`config.mk`:
```
export PLATFORM = sky130hd
export DESIGN_NAME = pcie_pclk_rate_ctrl_flat
export DESIGN_NICKNAME = d
export VERILOG_FILES = /design/src/rtl/pcie_pclk_rate_ctrl_if.sv /design/src/rtl/pcie_pclk_rate_ctrl.sv /design/src/flat_wrapper.sv
export SDC_FILE = /design/constraint.sdc
export NUM_CORES = 1
export LEC_CHECK = 0
export ABC_CLOCK_PERIOD_IN_PS = 2100
export CELL_PAD_IN_SITES_DETAIL_PLACEMENT = 2
export CELL_PAD_IN_SITES_GLOBAL_PLACEMENT = 2
export CORE_AREA = 2 2 89 91
export CTS_BUF_LIST = sky130_fd_sc_hd__clkbuf_4
export DETAILED_ROUTE_END_ITERATION = 16
export DIE_AREA = 0 0 91 93
export GPL_TIMING_DRIVEN = 1
export PLACE_DENSITY = 0.74
export SLEW_MARGIN = 20
export SYNTH_ARGS = -nofsm -noshare
export SYNTH_HDL_FRONTEND = slang
export SYNTH_SLANG_ARGS = --single-unit
export TNS_END_PERCENT = 100
```
`constraint.sdc`:
```
create_clock -name sys_clk -period 2.1 [get_ports sys_clk]
set_input_delay 0.315 -clock sys_clk [delete_from_list [all_inputs] [get_ports sys_clk]]
set_output_delay 0.315 -clock sys_clk [all_outputs]
set_load 0.01 [all_outputs]
```
`src/rtl/pcie_pclk_rate_ctrl_if.sv`:
```
// Request/status bundle between the PCIe integration and the PIPE pclk rate controller.
interface pcie_pclk_rate_ctrl_if #(parameter int LANES = 8);
  logic [LANES-1:0] lane_sel_in;
  logic [LANES-1:0] lane_mask;
  logic             mmcm_locked;
  logic             mismatch_clr;
  logic             pclk_sel;
  logic             bufg_s0;
  logic             bufg_s1;
  logic             busy;
  logic             switch_done;
  logic [15:0]      switch_count;
  logic             mismatch_err;

  modport master (
    output lane_sel_in, lane_mask, mmcm_locked, mismatch_clr,
    input  pclk_sel, bufg_s0, bufg_s1, busy, switch_done, switch_count, mismatch_err
  );

  modport slave (
    input  lane_sel_in, lane_mask, mmcm_locked, mismatch_clr,
    output pclk_sel, bufg_s0, bufg_s1, busy, switch_done, switch_count, mismatch_err
  );
endinterface

```
`src/rtl/pcie_pclk_rate_ctrl.sv`:
```
// PIPE pclk rate controller: per-lane request sync, qualification, break-before-make BUFGCTRL drive.
// Optional PCLK_RATE_STATS_EN builds switch_count and the lane-mismatch detector.
module pcie_pclk_rate_lane_sync #(
  parameter int STAGES = 2
) (
  input  logic clk,
  input  logic rst_n,
  input  logic d_i,
  output logic q_o
);
  (* ASYNC_REG = "TRUE" *) logic [STAGES-1:0] sync_q;

  always_ff @(posedge clk or negedge rst_n)
    if (!rst_n) sync_q <= '0;
    else        sync_q <= {sync_q[STAGES-2:0], d_i};

  assign q_o = sync_q[STAGES-1];
endmodule

module pcie_pclk_rate_ctrl #(
  parameter int LANES           = 8,
  parameter int SYNC_STAGES     = 2,
  parameter int STABLE_CYCLES   = 16,
  parameter int GAP_CYCLES      = 4,
  parameter int MISMATCH_CYCLES = 1024
) (
  input logic                  sys_clk,
  input logic                  sys_reset_n,
  pcie_pclk_rate_ctrl_if.slave bus
);
  typedef enum logic [1:0] {STEADY, QUAL, GAP} state_t;

  logic [LANES-1:0] s;
  state_t           state_q;
  logic [15:0]      cnt_q;
  logic             new_sel_q, pclk_sel_q, bufg_s0_q, bufg_s1_q, busy_q, switch_done_q;

  for (genvar g = 0; g < LANES; g++) begin : g_lane
    pcie_pclk_rate_lane_sync #(.STAGES(SYNC_STAGES)) u_sync (
      .clk   (sys_clk),
      .rst_n (sys_reset_n),
      .d_i   (bus.lane_sel_in[g]),
      .q_o   (s[g])
    );
  end

  // Masked-off lanes count as agreeing with either rate.
  logic mask_any, all_hi, all_lo, mixed, target_valid, target, commit;
  assign mask_any     = |bus.lane_mask;
  assign all_hi       = &(s | ~bus.lane_mask);
  assign all_lo       = &(~s | ~bus.lane_mask);
  assign mixed        = mask_any && !all_hi && !all_lo;
  assign target_valid = mask_any && (all_hi || all_lo);
  assign target       = all_hi;
  assign commit       = bus.mmcm_locked && (state_q == GAP) && (cnt_q == 16'(GAP_CYCLES - 1));

  always_ff @(posedge sys_clk or negedge sys_reset_n)
    if (!sys_reset_n) begin
      state_q       <= STEADY;
      cnt_q         <= '0;
      new_sel_q     <= 1'b0;
      pclk_sel_q    <= 1'b0;
      bufg_s0_q     <= 1'b1;
      bufg_s1_q     <= 1'b0;
      busy_q        <= 1'b0;
      switch_done_q <= 1'b0;
    end else begin
      switch_done_q <= 1'b0;
      if (!bus.mmcm_locked) begin
        // Unlocked MMCM: fall back to the 125 MHz leg, abandoning any switch in flight.
        state_q    <= STEADY;
        cnt_q      <= '0;
        pclk_sel_q <= 1'b0;
        bufg_s0_q  <= 1'b1;
        bufg_s1_q  <= 1'b0;
        busy_q     <= 1'b0;
      end else begin
        case (state_q)
          STEADY:
            if (target_valid && target != pclk_sel_q) begin
              state_q <= QUAL;
              cnt_q   <= '0;
              busy_q  <= 1'b1;
            end
          QUAL:
            if (!target_valid || target == pclk_sel_q) begin
              state_q <= STEADY;
              busy_q  <= 1'b0;
            end else if (cnt_q == 16'(STABLE_CYCLES - 1)) begin
              state_q   <= GAP;
              new_sel_q <= target;
              bufg_s0_q <= 1'b0;
              bufg_s1_q <= 1'b0;
              cnt_q     <= '0;
            end else begin
              cnt_q <= cnt_q + 16'd1;
            end
          GAP:
            if (commit) begin
              state_q       <= STEADY;
              busy_q        <= 1'b0;
              pclk_sel_q    <= new_sel_q;
              bufg_s0_q     <= ~new_sel_q;
              bufg_s1_q     <= new_sel_q;
              switch_done_q <= 1'b1;
            end else begin
              cnt_q <= cnt_q + 16'd1;
            end
          default: state_q <= STEADY;
        endcase
      end
    end

  assign bus.pclk_sel    = pclk_sel_q;
  assign bus.bufg_s0     = bufg_s0_q;
  assign bus.bufg_s1     = bufg_s1_q;
  assign bus.busy        = busy_q;
  assign bus.switch_done = switch_done_q;

`ifdef PCLK_RATE_STATS_EN
  localparam int MMW = $clog2(MISMATCH_CYCLES) + 1;

  logic [15:0]    switch_count_q, switch_count_d;
  logic [MMW-1:0] mm_cnt_q;
  logic           mismatch_err_q;

  assign switch_count_d = (commit && switch_count_q != 16'hFFFF) ? switch_count_q + 16'd1
                                                                  : switch_count_q;

  // mm_cnt saturates so a persistent disagreement keeps re-asserting the flag over a clear.
  always_ff @(posedge sys_clk or negedge sys_reset_n)
    if (!sys_reset_n) begin
      switch_count_q <= '0;
      mm_cnt_q       <= '0;
      mismatch_err_q <= 1'b0;
    end else begin
      switch_count_q <= switch_count_d;
      if (!mixed)                                   mm_cnt_q <= '0;
      else if (mm_cnt_q != MMW'(MISMATCH_CYCLES - 1)) mm_cnt_q <= mm_cnt_q + 1'b1;
      if (mixed && mm_cnt_q == MMW'(MISMATCH_CYCLES - 1)) mismatch_err_q <= 1'b1;
      else if (bus.mismatch_clr)                          mismatch_err_q <= 1'b0;
    end

  assign bus.switch_count = switch_count_q;
  assign bus.mismatch_err = mismatch_err_q;
`else
  logic unused_stats;
  assign unused_stats     = ^{bus.mismatch_clr, mixed};
  assign bus.switch_count = '0;
  assign bus.mismatch_err = 1'b0;
`endif
endmodule

```
`src/flat_wrapper.sv`:
```
// flat-port wrapper written by rule: the top's interface ports become plain ports
module pcie_pclk_rate_ctrl_flat 
#(
  parameter int LANES           = 8,
  parameter int SYNC_STAGES     = 2,
  parameter int STABLE_CYCLES   = 16,
  parameter int GAP_CYCLES      = 4,
  parameter int MISMATCH_CYCLES = 1024
)
  (sys_clk, sys_reset_n, bus_lane_sel_in, bus_lane_mask, bus_mmcm_locked, bus_mismatch_clr, bus_pclk_sel, bus_bufg_s0, bus_bufg_s1, bus_busy, bus_switch_done, bus_switch_count, bus_mismatch_err);
  pcie_pclk_rate_ctrl_if #(.LANES(LANES)) bus_i ();
  input logic sys_clk;
  input logic sys_reset_n;
  input wire logic [$bits(bus_i.lane_sel_in)-1:0] bus_lane_sel_in;
  input wire logic [$bits(bus_i.lane_mask)-1:0] bus_lane_mask;
  input wire logic [$bits(bus_i.mmcm_locked)-1:0] bus_mmcm_locked;
  input wire logic [$bits(bus_i.mismatch_clr)-1:0] bus_mismatch_clr;
  output wire logic [$bits(bus_i.pclk_sel)-1:0] bus_pclk_sel;
  output wire logic [$bits(bus_i.bufg_s0)-1:0] bus_bufg_s0;
  output wire logic [$bits(bus_i.bufg_s1)-1:0] bus_bufg_s1;
  output wire logic [$bits(bus_i.busy)-1:0] bus_busy;
  output wire logic [$bits(bus_i.switch_done)-1:0] bus_switch_done;
  output wire logic [$bits(bus_i.switch_count)-1:0] bus_switch_count;
  output wire logic [$bits(bus_i.mismatch_err)-1:0] bus_mismatch_err;
  assign bus_i.lane_sel_in = bus_lane_sel_in;
  assign bus_i.lane_mask = bus_lane_mask;
  assign bus_i.mmcm_locked = bus_mmcm_locked;
  assign bus_i.mismatch_clr = bus_mismatch_clr;
  assign bus_pclk_sel = bus_i.pclk_sel;
  assign bus_bufg_s0 = bus_i.bufg_s0;
  assign bus_bufg_s1 = bus_i.bufg_s1;
  assign bus_busy = bus_i.busy;
  assign bus_switch_done = bus_i.switch_done;
  assign bus_switch_count = bus_i.switch_count;
  assign bus_mismatch_err = bus_i.mismatch_err;
  pcie_pclk_rate_ctrl #(.LANES(LANES), .SYNC_STAGES(SYNC_STAGES), .STABLE_CYCLES(STABLE_CYCLES), .GAP_CYCLES(GAP_CYCLES), .MISMATCH_CYCLES(MISMATCH_CYCLES)) u_core (.sys_clk(sys_clk), .sys_reset_n(sys_reset_n), .bus(bus_i));
endmodule
```
==> metrics list <==
- The flow ran to the end, but the final reports show violations.
* Failing checks: negative setup slack
- Fill cells in the final layout number between 800 and 900.
- Pin count of the biggest net entering global routing: 41
- Post-route clock skew: 0.0296 ns
* Worst Path Class, Setup: register to register
- Along the worst path, the maximum fanout reaches 4.
* Core Footprint: 7530 um^2
- Clock period minus final worst setup slack: about 2.2 ns
- STA classifies the critical path endpoint as a register.
- Unrepaired setup endpoints after global routing: yes
* Hold violation count in the final report: 0
- The H-tree was split into 2 levels.
- Number of remaining DRC errors: 0
* Cell taking the most area after synthesis: sky130_fd_sc_hd__dfrtp_1
- Highest-delay cell along the critical path: sky130_fd_sc_hd__dfrtp_2
- In this run the static leakage power is 1.33 nW.
- Setup slack on the critical path of the routed design comes to -0.116 ns.
- The initialized floorplan defines 32 standard-cell rows.
* Hold Path Class: register to register
* Die X: 91 um
- Yosys instantiated no cell more often than sky130_fd_sc_hd__dfrtp_1.
* Slew Limit Fails: 0
- Antenna Cells: 0
* Wire length of the first global-routing pass: 10500 um
- The design draws 1.58 mW.
- Each instance of the synthesized netlist takes up on average between 9 and 10 um^2.
- Net total in the final layout: 308
- The path with the worst hold slack has its endpoint at u_core.g_lane[4].u_sync.sync_q[1]$_DFF_PN0_.
- The startpoint identified for the worst register-to-register timing path is u_core.cnt_q[6]$_DFFE_PN0P_.
- Max-capacitance violation count: 0
- Summing every instance area after synthesis gives 2190 um^2.
* Number of global-route vias before repair: 2063
- Total Wirelength: 7390 um
- EDFF count, synth: 0
- GP Congestion: a little over 0.7
- Top cells by area, synth: sky130_fd_sc_hd__dfrtp_1, sky130_fd_sc_hd__o31ai_1, sky130_fd_sc_hd__buf_4
* Average wire per standard cell: around 19 um
- Initial cell density of the core: between 20% and 30%
- By count the netlist is led by sky130_fd_sc_hd__dfrtp_1, sky130_fd_sc_hd__o31ai_1, sky130_fd_sc_hd__buf_4.
- For this run, the leading register cell type out of synthesis is sky130_fd_sc_hd__dfrtp_1.
* Port Buffers: 23
* First-pass iteration count of the detailed router: 4
- Crit path launch: u_core.cnt_q[6]$_DFFE_PN0P_
- Post-Synthesis Cells: roughly 220
* Number of flip-flops and latches in the synthesized netlist: 40
* CTS sink count: 40
- Clock tree root buffer cell: sky130_fd_sc_hd__clkbuf_4
- The floorplan step defined a die boundary enclosing 8460 um^2.
- Largest incremental delay on the critical path: between 0.4 and 0.5 ns
- Number of antenna violations at the first check in global routing: 0
- Startpoint Class: register
- Summed over its instances, the top area cell type makes up 44.6% of the synthesized netlist area.
- For the worst flop-to-flop path, the logic depth is 8.
- Asr flop ratio synth: 100%
* Sequential share of the synthesized area: 45.8%
- Buffering stage count on the worst path with inverters included: 2
- Unique cell type count in the Yosys netlist: 52
- The clock passes through at most 2 buffers.
- Clock latency on the worst-skew pair, taken at its later pin, is 0.38 ns.
- Summed over all failing endpoints, the final setup total negative slack is -0.502 ns.
* Number of nets still failing antenna checks after routing: 0
- The signal on the critical path passes through nor4_4 > nand4_1 > buf_4 > a2bb2oi_4 > buf_6 > nor2_1 > o31ai_1 > o21ai_1.
- TritonCTS built the clock tree.
- Minimum setup slack among reg-to-reg paths: -0.12 ns
- Data on the critical path is required at its endpoint by between 2 and 2.5 ns.
* Floorplan die height: 93 um
* Worst hold start: u_core.g_lane[4].u_sync.sync_q[0]$_DFF_PN0_
- Fraction of final layout cells sized beyond drive strength 1: between 30% and 40%
- Area grow syn2layout: 39.3%
- Dividing the final minimum period by the clock period gives 106%.
* HPWL Detailed: 4700 um
* Highest clock rate: 0.451 GHz
- The worst hold path was traced through 0 stages.
- Total clock buffers created by CTS: 5
* Max rail drop VDD: 165 uV
- Top delay family on crit path: compound AO/OA/AOI/OAI gates
- GRT Overall Usage: 15.9%
- Violation count after the first detailed-routing iteration: 62
- Clock slew at the register clock pins of the worst setup and hold paths: ~0.15 ns
- Global routing finished with a remaining overflow of 0.
* FF-to-FF End: u_core.cnt_q[2]$_DFFE_PN0P_
- Data on the critical path arrives at its endpoint at between 2 and 2.5 ns.
- Detailed routing inserted a total of between 1500 and 2000 vias.
* Yosys synthesis warning count: 0
- Total setup violations reported at the end of the flow: 14
* Power per cell area: 517 nW/um^2
* Number of vias per cell after detailed routing: 5.10
- Number of top-level pins: 42
==> routing by layer <==
layer	routed length [um]	part of all wire (%)	GRT usage, %	up-vias
met2	4000	54	29.3	37
li1	-	-	-	914
met3	186	2.5	2.01	9
met5	0	0	0	-
met1	3080	42	19.1	1013
met4	126	1.7	5.68	0
==> kinds of logic (layout without fill, tap and decap cells) <==
group / count (synthesis) / count (layout) / synth area share, %
AOI/OAI and AO/OA: 57 / 57 / 18.8
muxes: 5 / 5 / 2.40
DFF: 40 / 40 / 45.8
buffers and inverters: 35 / 82 / 9.77
other: 1 / 17 / 0.171
adders and majority gates: 4 / 4 / 2.29
and+or+nand+nor: 79 / 80 / 20.8
==> cells in the final DEF (no fill, tap or decap), types with 7 or more instances in the layout <==
cell type	instances
sky130_fd_sc_hd__clkdlybuf4s50_1	22
sky130_fd_sc_hd__buf_4	36
sky130_fd_sc_hd__o31ai_2	8
sky130_fd_sc_hd__nand2_1	8
sky130_fd_sc_hd__dfrtp_1	38
sky130_fd_sc_hd__conb_1	17
sky130_fd_sc_hd__inv_1	9
sky130_fd_sc_hd__o31ai_1	13
sky130_fd_sc_hd__and3_1	9
sky130_fd_sc_hd__nand3_1	16
sky130_fd_sc_hd__nor2_1	7
==> cell type report <==
cell class,count,area (um^2),share of cell area [%]
clock inverter,3,46.3,1.52
timing repair buffer,65,579,19.0
inverter,9,33.8,1.11
multi-input combinational,163,1220,40.1
clock buffer,5,37.5,1.23
tap,102,128,4.18
sequential,40,1000,32.9
==> how the worst max path moves through the flow <==
stage,end,depth (start not counted),slack (ns)
2_1_floorplan,u_core.bus.busy$_DFFE_PN0P_,7,0.01
3_3_place_gp,u_core.bus.busy$_DFFE_PN0P_,7,-0.41
3_5_place_dp,u_core.bus.busy$_DFFE_PN0P_,7,-0.47
4_1_cts,u_core.bus.busy$_DFFE_PN0P_,7,-0.01
5_1_grt,u_core.cnt_q[2]$_DFFE_PN0P_,8,-0.22
6_report,u_core.cnt_q[2]$_DFFE_PN0P_,8,-0.12
==> state kept, by name (all words and copies together) (netlist names) <==
name / cells
u_core.bus.bufg_s1: 1
u_core.new_sel_q: 1
u_core.state_q: 2
u_core.bus.pclk_sel: 1
u_core.bus.busy: 1
u_core.bus.switch_done: 1
u_core.g_lane.u_sync.sync_q: 16
u_core.bus.bufg_s0: 1
u_core.cnt_q: 16
==> metrics by stage <==
stage	setup WS (ns)	hold WS, ns	instances	area, um^2	util, %
finish	-0.116	0.338	387	3050	40.5
global route	-0.220	0.351	387	3050	40.5
CTS	-0.0144	0.357	380	2830	37.6
detailed placement	-0.466	0.304	370	2700	35.9
global placement	-0.413	0.302	370	2700	35.9
floorplan	0.0126	0.0194	237	2250	-
==> report_power, final <==
part           leakage [nW]  internal (mW)  switching, mW  total, mW
sequential            0.514          0.791         0.0111      0.802
clock                0.0418          0.254          0.308      0.562
combinational         0.769         0.0929          0.119      0.212
==> repair_timing <==
item,4_1_cts,5_1_grt
pin swaps,1,16
resized for setup,4,40
setup endpoints to repair,9,21
endpoints found under the hold margin,39,0
hold buffers,1,0
gates cloned,0,1
setup buffers,1,6
Note: power is estimated with default switching activity, not from simulation.
